<file path="src/rtl/mem_port_arbiter_if.sv">
// mem_port_arbiter_if: requester-side and memory-side signals of mem_port_arbiter.
interface mem_port_arbiter_if #(
  parameter int ADDR_W = 32,
  parameter int DATA_W = 64
);
  logic [ADDR_W-1:0] REQ0_ADDRESS, REQ1_ADDRESS, MEM_ADDRESS;
  logic [DATA_W-1:0] REQ0_DATAIN, REQ1_DATAIN, REQ0_DATAOUT, REQ1_DATAOUT;
  logic [DATA_W-1:0] MEM_DATAOUT, MEM_DATAIN;
  logic req0_rw, req0_val, req0_ready, req0_done, req0_err;
  logic req1_rw, req1_val, req1_ready, req1_done, req1_err;
  logic mem_rw, mem_val, mem_ready, grant;
  modport slave (
    input REQ0_ADDRESS, REQ0_DATAIN, req0_rw, req0_val,
    input REQ1_ADDRESS, REQ1_DATAIN, req1_rw, req1_val,
    input MEM_DATAIN, mem_ready,
    output REQ0_DATAOUT, req0_ready, req0_done, req0_err,
    output REQ1_DATAOUT, req1_ready, req1_done, req1_err,
    output MEM_ADDRESS, MEM_DATAOUT, mem_rw, mem_val, grant
  );
  modport master (
    output REQ0_ADDRESS, REQ0_DATAIN, req0_rw, req0_val,
    output REQ1_ADDRESS, REQ1_DATAIN, req1_rw, req1_val,
    output MEM_DATAIN, mem_ready,
    input REQ0_DATAOUT, req0_ready, req0_done, req0_err,
    input REQ1_DATAOUT, req1_ready, req1_done, req1_err,
    input MEM_ADDRESS, MEM_DATAOUT, mem_rw, mem_val, grant
  );
endinterface

</file>
<file path="src/rtl/mem_port_arbiter.sv">
// mem_port_arbiter: round-robin sharing of one val/ready memory port between two requesters.
// Define ARB_TIMEOUT_EN to add a watchdog that aborts stalled transfers with a reqN_err pulse.
module mem_port_arbiter #(
  parameter int ADDR_W = 32,
  parameter int DATA_W = 64,
  parameter int TIMEOUT_CYC = 255
) (
  input logic clock,
  input logic rst,
  mem_port_arbiter_if.slave bus
);
  typedef enum logic [2:0] {IDLE, ISSUE, WAIT_LO, WAIT_HI, DONE} state_t;
  state_t state, state_nx;
  logic [ADDR_W-1:0] in_addr [2];
  logic [ADDR_W-1:0] s_addr [2];
  logic [ADDR_W-1:0] mem_addr;
  logic [DATA_W-1:0] in_data [2];
  logic [DATA_W-1:0] s_data [2];
  logic [DATA_W-1:0] rd_data [2];
  logic [DATA_W-1:0] mem_wdata;
  logic [1:0] val, in_rw, s_rw, pend, ready, done, cap, err;
  logic owner, pick, mem_wr, fin, abort, timed_out;
  if (TIMEOUT_CYC < 1) begin : g_chk
    $error("TIMEOUT_CYC must be at least 1");
  end
  assign in_addr[0] = bus.REQ0_ADDRESS;
  assign in_addr[1] = bus.REQ1_ADDRESS;
  assign in_data[0] = bus.REQ0_DATAIN;
  assign in_data[1] = bus.REQ1_DATAIN;
  assign val = {bus.req1_val, bus.req0_val};
  assign in_rw = {bus.req1_rw, bus.req0_rw};
  // the owner's slot reads as free during DONE so it can re-request back to back
  assign done = (state == DONE) ? {owner, ~owner} : 2'b00;
  assign ready = ~pend | done;
  assign cap = val & ready;
  assign pick = &pend ? ~owner : pend[1];
  assign fin = state == WAIT_HI && bus.mem_ready;
  assign abort = timed_out && !fin && (state == WAIT_LO || state == WAIT_HI);
`ifdef ARB_TIMEOUT_EN
  localparam int CW = $clog2(TIMEOUT_CYC + 1);
  logic [CW-1:0] cnt;
  logic to_flag;
  assign timed_out = cnt == CW'(TIMEOUT_CYC - 1);
  assign err = {2{to_flag}} & done;
  always_ff @(posedge clock or negedge rst)
    if (!rst) begin
      cnt <= '0;
      to_flag <= 1'b0;
    end else begin
      cnt <= (state == WAIT_LO || state == WAIT_HI) ? cnt + 1'b1 : '0;
      to_flag <= abort;
    end
`else
  assign timed_out = 1'b0;
  assign err = 2'b00;
`endif
  always_ff @(posedge clock or negedge rst)
    if (!rst) state <= IDLE;
    else state <= state_nx;
  always_comb begin
    state_nx = state;
    unique case (state)
      IDLE: state_nx = |pend ? ISSUE : IDLE;
      ISSUE: state_nx = bus.mem_ready ? WAIT_LO : ISSUE;
      WAIT_LO: state_nx = abort ? DONE : bus.mem_ready ? WAIT_LO : WAIT_HI;
      WAIT_HI: state_nx = (fin || abort) ? DONE : WAIT_HI;
      DONE: state_nx = IDLE;
      default: state_nx = IDLE;
    endcase
  end
  always_ff @(posedge clock or negedge rst)
    if (!rst) begin
      s_addr <= '{default: '0};
      s_data <= '{default: '0};
      rd_data <= '{default: '0};
      s_rw <= '0;
      pend <= '0;
      owner <= 1'b1;
      mem_addr <= '0;
      mem_wdata <= '0;
      mem_wr <= 1'b0;
    end else begin
      pend <= cap | (pend & ~done);
      for (int i = 0; i < 2; i++)
        if (cap[i]) begin
          s_addr[i] <= in_addr[i];
          s_data[i] <= in_data[i];
          s_rw[i] <= in_rw[i];
        end
      if (state == IDLE && |pend) begin
        owner <= pick;
        mem_addr <= s_addr[pick];
        mem_wdata <= s_data[pick];
        mem_wr <= s_rw[pick];
      end
      if ((fin || abort) && !mem_wr) rd_data[owner] <= abort ? '0 : bus.MEM_DATAIN;
    end
  assign bus.REQ0_DATAOUT = rd_data[0];
  assign bus.REQ1_DATAOUT = rd_data[1];
  assign bus.req0_ready = ready[0];
  assign bus.req1_ready = ready[1];
  assign bus.req0_done = done[0];
  assign bus.req1_done = done[1];
  assign bus.req0_err = err[0];
  assign bus.req1_err = err[1];
  assign bus.MEM_ADDRESS = mem_addr;
  assign bus.MEM_DATAOUT = mem_wdata;
  assign bus.mem_rw = mem_wr;
  assign bus.mem_val = state == ISSUE;
  assign bus.grant = owner;
endmodule

</file>
<file path="src/flat_wrapper.sv">
// flat-port wrapper written by rule: the top's interface ports become plain ports
module mem_port_arbiter_flat 
#(
  parameter int ADDR_W = 32,
  parameter int DATA_W = 64,
  parameter int TIMEOUT_CYC = 255
)
  (clock, rst, bus_REQ0_ADDRESS, bus_REQ0_DATAIN, bus_req0_rw, bus_req0_val, bus_REQ1_ADDRESS, bus_REQ1_DATAIN, bus_req1_rw, bus_req1_val, bus_MEM_DATAIN, bus_mem_ready, bus_REQ0_DATAOUT, bus_req0_ready, bus_req0_done, bus_req0_err, bus_REQ1_DATAOUT, bus_req1_ready, bus_req1_done, bus_req1_err, bus_MEM_ADDRESS, bus_MEM_DATAOUT, bus_mem_rw, bus_mem_val, bus_grant);
  mem_port_arbiter_if #(.ADDR_W(ADDR_W), .DATA_W(DATA_W)) bus_i ();
  input logic clock;
  input logic rst;
  input wire logic [$bits(bus_i.REQ0_ADDRESS)-1:0] bus_REQ0_ADDRESS;
  input wire logic [$bits(bus_i.REQ0_DATAIN)-1:0] bus_REQ0_DATAIN;
  input wire logic [$bits(bus_i.req0_rw)-1:0] bus_req0_rw;
  input wire logic [$bits(bus_i.req0_val)-1:0] bus_req0_val;
  input wire logic [$bits(bus_i.REQ1_ADDRESS)-1:0] bus_REQ1_ADDRESS;
  input wire logic [$bits(bus_i.REQ1_DATAIN)-1:0] bus_REQ1_DATAIN;
  input wire logic [$bits(bus_i.req1_rw)-1:0] bus_req1_rw;
  input wire logic [$bits(bus_i.req1_val)-1:0] bus_req1_val;
  input wire logic [$bits(bus_i.MEM_DATAIN)-1:0] bus_MEM_DATAIN;
  input wire logic [$bits(bus_i.mem_ready)-1:0] bus_mem_ready;
  output wire logic [$bits(bus_i.REQ0_DATAOUT)-1:0] bus_REQ0_DATAOUT;
  output wire logic [$bits(bus_i.req0_ready)-1:0] bus_req0_ready;
  output wire logic [$bits(bus_i.req0_done)-1:0] bus_req0_done;
  output wire logic [$bits(bus_i.req0_err)-1:0] bus_req0_err;
  output wire logic [$bits(bus_i.REQ1_DATAOUT)-1:0] bus_REQ1_DATAOUT;
  output wire logic [$bits(bus_i.req1_ready)-1:0] bus_req1_ready;
  output wire logic [$bits(bus_i.req1_done)-1:0] bus_req1_done;
  output wire logic [$bits(bus_i.req1_err)-1:0] bus_req1_err;
  output wire logic [$bits(bus_i.MEM_ADDRESS)-1:0] bus_MEM_ADDRESS;
  output wire logic [$bits(bus_i.MEM_DATAOUT)-1:0] bus_MEM_DATAOUT;
  output wire logic [$bits(bus_i.mem_rw)-1:0] bus_mem_rw;
  output wire logic [$bits(bus_i.mem_val)-1:0] bus_mem_val;
  output wire logic [$bits(bus_i.grant)-1:0] bus_grant;
  assign bus_i.REQ0_ADDRESS = bus_REQ0_ADDRESS;
  assign bus_i.REQ0_DATAIN = bus_REQ0_DATAIN;
  assign bus_i.req0_rw = bus_req0_rw;
  assign bus_i.req0_val = bus_req0_val;
  assign bus_i.REQ1_ADDRESS = bus_REQ1_ADDRESS;
  assign bus_i.REQ1_DATAIN = bus_REQ1_DATAIN;
  assign bus_i.req1_rw = bus_req1_rw;
  assign bus_i.req1_val = bus_req1_val;
  assign bus_i.MEM_DATAIN = bus_MEM_DATAIN;
  assign bus_i.mem_ready = bus_mem_ready;
  assign bus_REQ0_DATAOUT = bus_i.REQ0_DATAOUT;
  assign bus_req0_ready = bus_i.req0_ready;
  assign bus_req0_done = bus_i.req0_done;
  assign bus_req0_err = bus_i.req0_err;
  assign bus_REQ1_DATAOUT = bus_i.REQ1_DATAOUT;
  assign bus_req1_ready = bus_i.req1_ready;
  assign bus_req1_done = bus_i.req1_done;
  assign bus_req1_err = bus_i.req1_err;
  assign bus_MEM_ADDRESS = bus_i.MEM_ADDRESS;
  assign bus_MEM_DATAOUT = bus_i.MEM_DATAOUT;
  assign bus_mem_rw = bus_i.mem_rw;
  assign bus_mem_val = bus_i.mem_val;
  assign bus_grant = bus_i.grant;
  mem_port_arbiter #(.ADDR_W(ADDR_W), .DATA_W(DATA_W), .TIMEOUT_CYC(TIMEOUT_CYC)) u_core (.clock(clock), .rst(rst), .bus(bus_i));
endmodule
</file>
<file path="config.mk">
export PLATFORM = sky130hd
export DESIGN_NAME = mem_port_arbiter_flat
export DESIGN_NICKNAME = d
export VERILOG_FILES = /design/src/rtl/mem_port_arbiter_if.sv /design/src/rtl/mem_port_arbiter.sv /design/src/flat_wrapper.sv
export SDC_FILE = /design/constraint.sdc
export NUM_CORES = 1
export LEC_CHECK = 0
export ABC_CLOCK_PERIOD_IN_PS = 5300
export BUFFER_PORTS_ARGS = -buffer_cell sky130_fd_sc_hd__buf_2
export CORE_AREA = 2 2 193 195
export DETAILED_ROUTE_END_ITERATION = 8
export DIE_AREA = 0 0 195 197
export GPL_TIMING_DRIVEN = 1
export PLACE_DENSITY = 0.76
export SLEW_MARGIN = 20
export SYNTH_ARGS = -nofsm -noshare
export SYNTH_HDL_FRONTEND = slang
export SYNTH_SLANG_ARGS = --single-unit
</file>
<file path="constraint.sdc">
create_clock -name clock -period 5.3 [get_ports clock]
set_input_delay 0.265 -clock clock [delete_from_list [all_inputs] [get_ports clock]]
set_output_delay 0.265 -clock clock [all_outputs]
set_load 0.02 [all_outputs]
</file>
Word level (Yosys, flattened, before mapping) --
Index checks and enable logic that the tools add are counted.
Operators by class: $lt $le $gt $ge 4, eq/ne operators 4, mux-type cells 18, bitwise operators 9, reductions and logical operators 8
Operators by type and width (number):
- 2-to-1 mux 64 bit | 4
- bitwise mux 128 bit | 1
- 2-to-1 mux 32 bit | 3
- demux 64 bit (select 1 bit) | 1
- case mux 3 bit (4 select lines) | 1
- equality test 3 x 2 -> 1 bit, second input constant | 2
- 2-to-1 mux 1 bit | 5
- bitwise AND 2 bit | 2
- >= comparator 2 bit, second input constant | 2
- logical AND 1 bit | 4
- 2-to-1 mux 2 bit | 2
- NOT 1 -> 2 bit | 2
- NOT 2 bit | 2
- bitwise OR 2 bit | 2
- equality test 3 x 1 -> 1 bit, second input constant | 1
- equality test 3 bit, second input constant | 1
- logical NOT 3 bit | 1
- 2-to-1 mux 3 bit | 1
- less-than comparator 1 x 2 -> 1 bit, second input constant | 1
- less-than comparator 2 x 1 -> 1 bit, second input constant | 1
- AND reduction 2 bit | 1
- OR reduction 2 bit | 1
- logical NOT 1 bit | 1
- NOT 1 bit | 1
Word-level totals: flip-flop bits (word level) 425, input bits 263, output and inout port bits 233

Depth between registers and ports, before layout --
depth after elaboration 6, gate-level depth with buffers 6, depth with buffers taken out 3

Least setup slack after synthesis --
OpenSTA, ideal clock, no wires.
kind flip-flop to flip-flop, start register u_core.state[1], end register u_core.s_data[100] (netlist bit), library setup time 127 ps, arrival time 1920 ps, path slack 3253 ps, cell stages (with the launch flop) 7, path buffers 3, clock period less this slack 2047 ps, path through dfrtp_1 clkbuf_1 or4b_1 a21boi_2 buf_4 buf_6 mux2_1
Between the ends: longest elaborated chain between the ends 4
RTL lines:
- from (decl) | line mem_port_arbiter.sv:13 | state_t state, state_nx;
- from (signal assigned) | line mem_port_arbiter.sv:59 | else state <= state_nx;
- equality test 3 bit | line mem_port_arbiter.sv:33 | assign done = (state == DONE) ? {owner, ~owner} : 2'b00;
- 2-to-1 mux 2 bit | line mem_port_arbiter.sv:33
- bitwise OR 2 bit | line mem_port_arbiter.sv:34 | assign ready = ~pend | done;
- bitwise AND 2 bit | line mem_port_arbiter.sv:35 | assign cap = val & ready;
- to (signal, indexed assignment) | line mem_port_arbiter.sv:87 | s_data[i] <= in_data[i];
- to (decl) | line mem_port_arbiter.sv:18 | logic [DATA_W-1:0] s_data [2];
Every way passes these cells. A chain may end at the register's enable or synchronous reset.

Worst setup path in the final report --
start register u_core.state[0], end register u_core.s_addr[53] (netlist bit)
Between the ends: longest elaborated chain between the ends 4
RTL lines:
- equality test 3 bit | line mem_port_arbiter.sv:33
- 2-to-1 mux 2 bit | line mem_port_arbiter.sv:33
- bitwise OR 2 bit | line mem_port_arbiter.sv:34
- bitwise AND 2 bit | line mem_port_arbiter.sv:35
- to (signal, indexed assignment) | line mem_port_arbiter.sv:86 | s_addr[i] <= in_addr[i];
- to (decl) | line mem_port_arbiter.sv:15 | logic [ADDR_W-1:0] s_addr [2];
Every way passes these cells.

==> impl_metrics.csv <==
group,metric,value,unit
place,portBuffers,493,
critical_path,critPathMaxStageDelay,0.78,ns
critical_path,cp.required,5.75,ns
timing,clock.fmax,0.374,GHz
timing,hold_viol,0,
finish,drive_above_1_share,58.9,%
clocking,cts_tree,"built",
place,place_congestion,0.803,
critical_path,path_delay_family,"buffers and inverters",
finish,final_nets,2046,
die,die-area,0.0384,sq mm
die,die_w,195,microns
detailed_routing,vias,11631,
pwr,power_leakage,11.6,nW
logic_synthesis,synth.distinct_cells,26,
job,drv_cap,0,
timing,rsz0062_at_grt,"false",
pwr,power_switching,4.94,mW
critical_path,crit_buf_inv,1,
detailed_routing,dr.pass1.iters,4,
timing,fin_crit_sh,50.4,%
die,coreArea,0.0363,sq mm
timing,fin_crit,2.67,ns
status,status,"complete, no violations",
detailed_routing,viasPerCell,5.08,
timing,setup-violations-final,0,
clocking,cts-root-buf,"clkbuf_16",
pwr,p_seq_share,39.3,%
clocking,h-tree-depth,2,
logic_synthesis,synth_cells,1025,
global_route,grt_pass1_wl,73100,microns
pwr,clockPowerShare,21.5,%
timing,maxSlewViolCount,0,
timing,maxSlewHeadroom,27.3,%
worst_hold_path,hp-class,"primary input to asynchronous set/reset pin",
detailed_routing,avgRoutedWirePerCell,20.6,microns
global_route,gr-usage-all-layers,24.4,%
logic_synthesis,yosys.cell_count.top_type,"mux2_2",
detailed_routing,routed_wl,47100,microns
logic_synthesis,yosysWarnings,0,
timing,worst_pin_slew,1.09,ns
timing,fin_skew,0.0173,ns
logic_synthesis,synth_top_area_share,62.7,%
global_route,globalRoute.totalOverflow,0,
logic_synthesis,synth_ff_type,"dfrtp_1",
pwr,p_int,9.39,mW
detailed_routing,drt_iter0_drc,407,
logic_synthesis,ys_seq_elements,425,
logic_synthesis,synth.top_cells.by_count,"mux2_2 (487), dfrtp_1 (424), buf_2 (33)",
critical_path,ff2ff_setup_slack,2.63,ns
critical_path,start_kind,"flip-flop",
clocking,clkLatencyLatePin,0.57,ns
finish,final_util,66.1,%
detailed_routing,antenna_violating_nets_post_route,0,
clocking,cts_buffers,45,
critical_path,critPathArrivalTime,3.12,ns
critical_path,crit_chain,"or4b_1 -> a21boi_4 -> buf_4 -> mux2_2",
logic_synthesis,ys_top_cells_by_area,"dfrtp_1 (63%), mux2_2 (32%), mux2_1 (2.0%)",
critical_path,end_kind,"flip-flop",
finish,area_growth,41.6,%
pwr,vdd_ir_drop_max,0.484,mV
die,initial_core_util,46.7,%
global_route,grt_max_degree,160,
critical_path,critPathSlowestCell,"buf_4",
logic_synthesis,yosysSeqAreaShare,62.9,%
logic_synthesis,synth-async-reset-ratio,100,%
critical_path,path_class,"flip-flop to flip-flop",
timing,tns,0,ns
die,num_rows,70,
pwr,p_per_area,598,mW/mm^2
detailed_routing,drc,0,
clocking,path_clk_slew,0.06,ns
logic_synthesis,avgSynthCellArea,16.5,sq um
critical_path,cp_max_fo,68,
die,dieHeight,197,microns
pwr,swShare,34.5,%
clocking,cts_resized,0,
clocking,cts_buffer_depth,3,
logic_synthesis,synth_edf_count,0,
global_route,grt_pass1_vias,13075,
place,hpwl,28600,microns
clocking,cts_sinks,425,
die,pin_count,496,
logic_synthesis,netlist_area,0.0169,sq mm
pwr,combPwrFrac,39.2,%
logic_synthesis,yosys.area.top_type,"dfrtp_1",
finish,fillers,2472,
global_route,antenna_found_initial,3,
-- flip-flops by register name (all words and copies together), names as in the netlist --
| name | cells |
|---|---|
| u_core.bus.mem_rw | 1 |
| u_core.bus.REQ1_DATAOUT | 64 |
| u_core.pend | 2 |
| u_core.s_rw | 2 |
| u_core.bus.MEM_DATAOUT | 64 |
| u_core.bus.MEM_ADDRESS | 32 |
| u_core.state | 3 |
| u_core.bus.REQ0_DATAOUT | 64 |
| u_core.s_addr | 64 |
| u_core.bus.grant | 1 |
| u_core.s_data | 128 |
-- worst register-to-register path: cells and delay by family (launching register included) --
family	cells	cell delay [ns]
compound gates	1	0.19
buf+inv	1	0.78
flops	1	0.45
mux	1	0.51
simple gates	1	0.63
-- worst paths after layout --
kind                                     start                  to  cells past startpoint
setup reg to reg               u_core.state[0]   u_core.s_addr[53]                      4
hold / removal                             rst   u_core.s_addr[13]                      2
setup / recovery               u_core.state[0]   u_core.s_addr[53]                      4
max in group asynchronous                  rst   u_core.s_data[12]                      3
hold reg to reg             u_core.s_data[101]  u_core.s_data[101]                      1
min in group clock         bus_REQ0_DATAIN[47]  u_core.s_data[111]                      3
-- area by class of cell --
class	count	area (sq um)	area share, %
Clock inverter	13	78.8	0.329
Inverter	2	7.51	0.0313
Sequential cell	425	10600	44.4
Antenna cell	3	7.51	0.0313
Multi-Input combinational cell	541	6040	25.2
Tap cell	468	586	2.44
Timing Repair Buffer	768	5240	21.9
Clock buffer	68	1370	5.70
-- placed cells by master (no fill, tap or decap), drive strengths merged --
cell type	synthesis	layout
a21boi	3	3
and2	1	1
and3b	1	1
buf	39	506
clkbuf	19	68
clkinv	0	11
clkinvlp	0	1
conb	1	2
dfrtp	424	424
dfstp	1	1
diode	0	3
dlygate4sd3	0	262
inv	2	3
mux2	517	517
nand2	3	3
nand2b	2	2
nand4b	1	1
nand4bb	2	2
nor2	3	3
nor3	1	1
nor3b	1	1
nor4	1	1
or2	1	1
or4b	1	1
xor2	1	1
-- layer usage --
metal  wire length (microns)  part of all wire [%]  vias to the layer above  GRT usage [%]
li1                        -                     -                     5177              -
met1                   18500                    39                     5976           28.5
met2                   24400                    52                      364           43.1
met3                    2560                   5.4                      114           5.56
met4                    1630                   3.5                        0           10.4
met5                       0                     0                        -              0
-- cells by family after synthesis --
group / synth area share [%]
compound gates: 0.155
xor+xnor: 0.0518
buf+inv: 1.77
flops: 62.9
mux: 34.4
other cells: 0.0222
simple gates: 0.725
-- power groups by stage --
stage	logic, mW	clock network, mW	registers, mW
6_report	5.62	3.08	5.64
5_1_grt	5.96	3.27	5.82
4_1_cts	5.59	3.13	5.58
3_5_place_dp	5.41	0	5.62
3_3_place_gp	5.26	0	5.53
2_1_floorplan	2.75	0	6.46
-- stage by stage --
step / hold WS [ns] / instances / power, mW / worst slack [ns] / cell area, sq um
3_3_place_gp: 0.414 / 1942 / 10.8 / 2.70 / 19900
5_1_grt: 0.432 / 2288 / 15.0 / 2.54 / 24000
2_1_floorplan: -0.0306 / 1026 / 9.21 / 3.25 / 16900
6_report: 0.356 / 2288 / 14.3 / 2.63 / 24000
4_1_cts: 0.385 / 2285 / 14.3 / 2.67 / 24000
3_5_place_dp: 0.414 / 1942 / 11.0 / 2.67 / 19900
-- what timing repair did --
item	CTS	global route
hold endpoints to repair	446	0
hold buffers	262	0
buffers inserted	0	0
(Power assumes the default switching activity.)
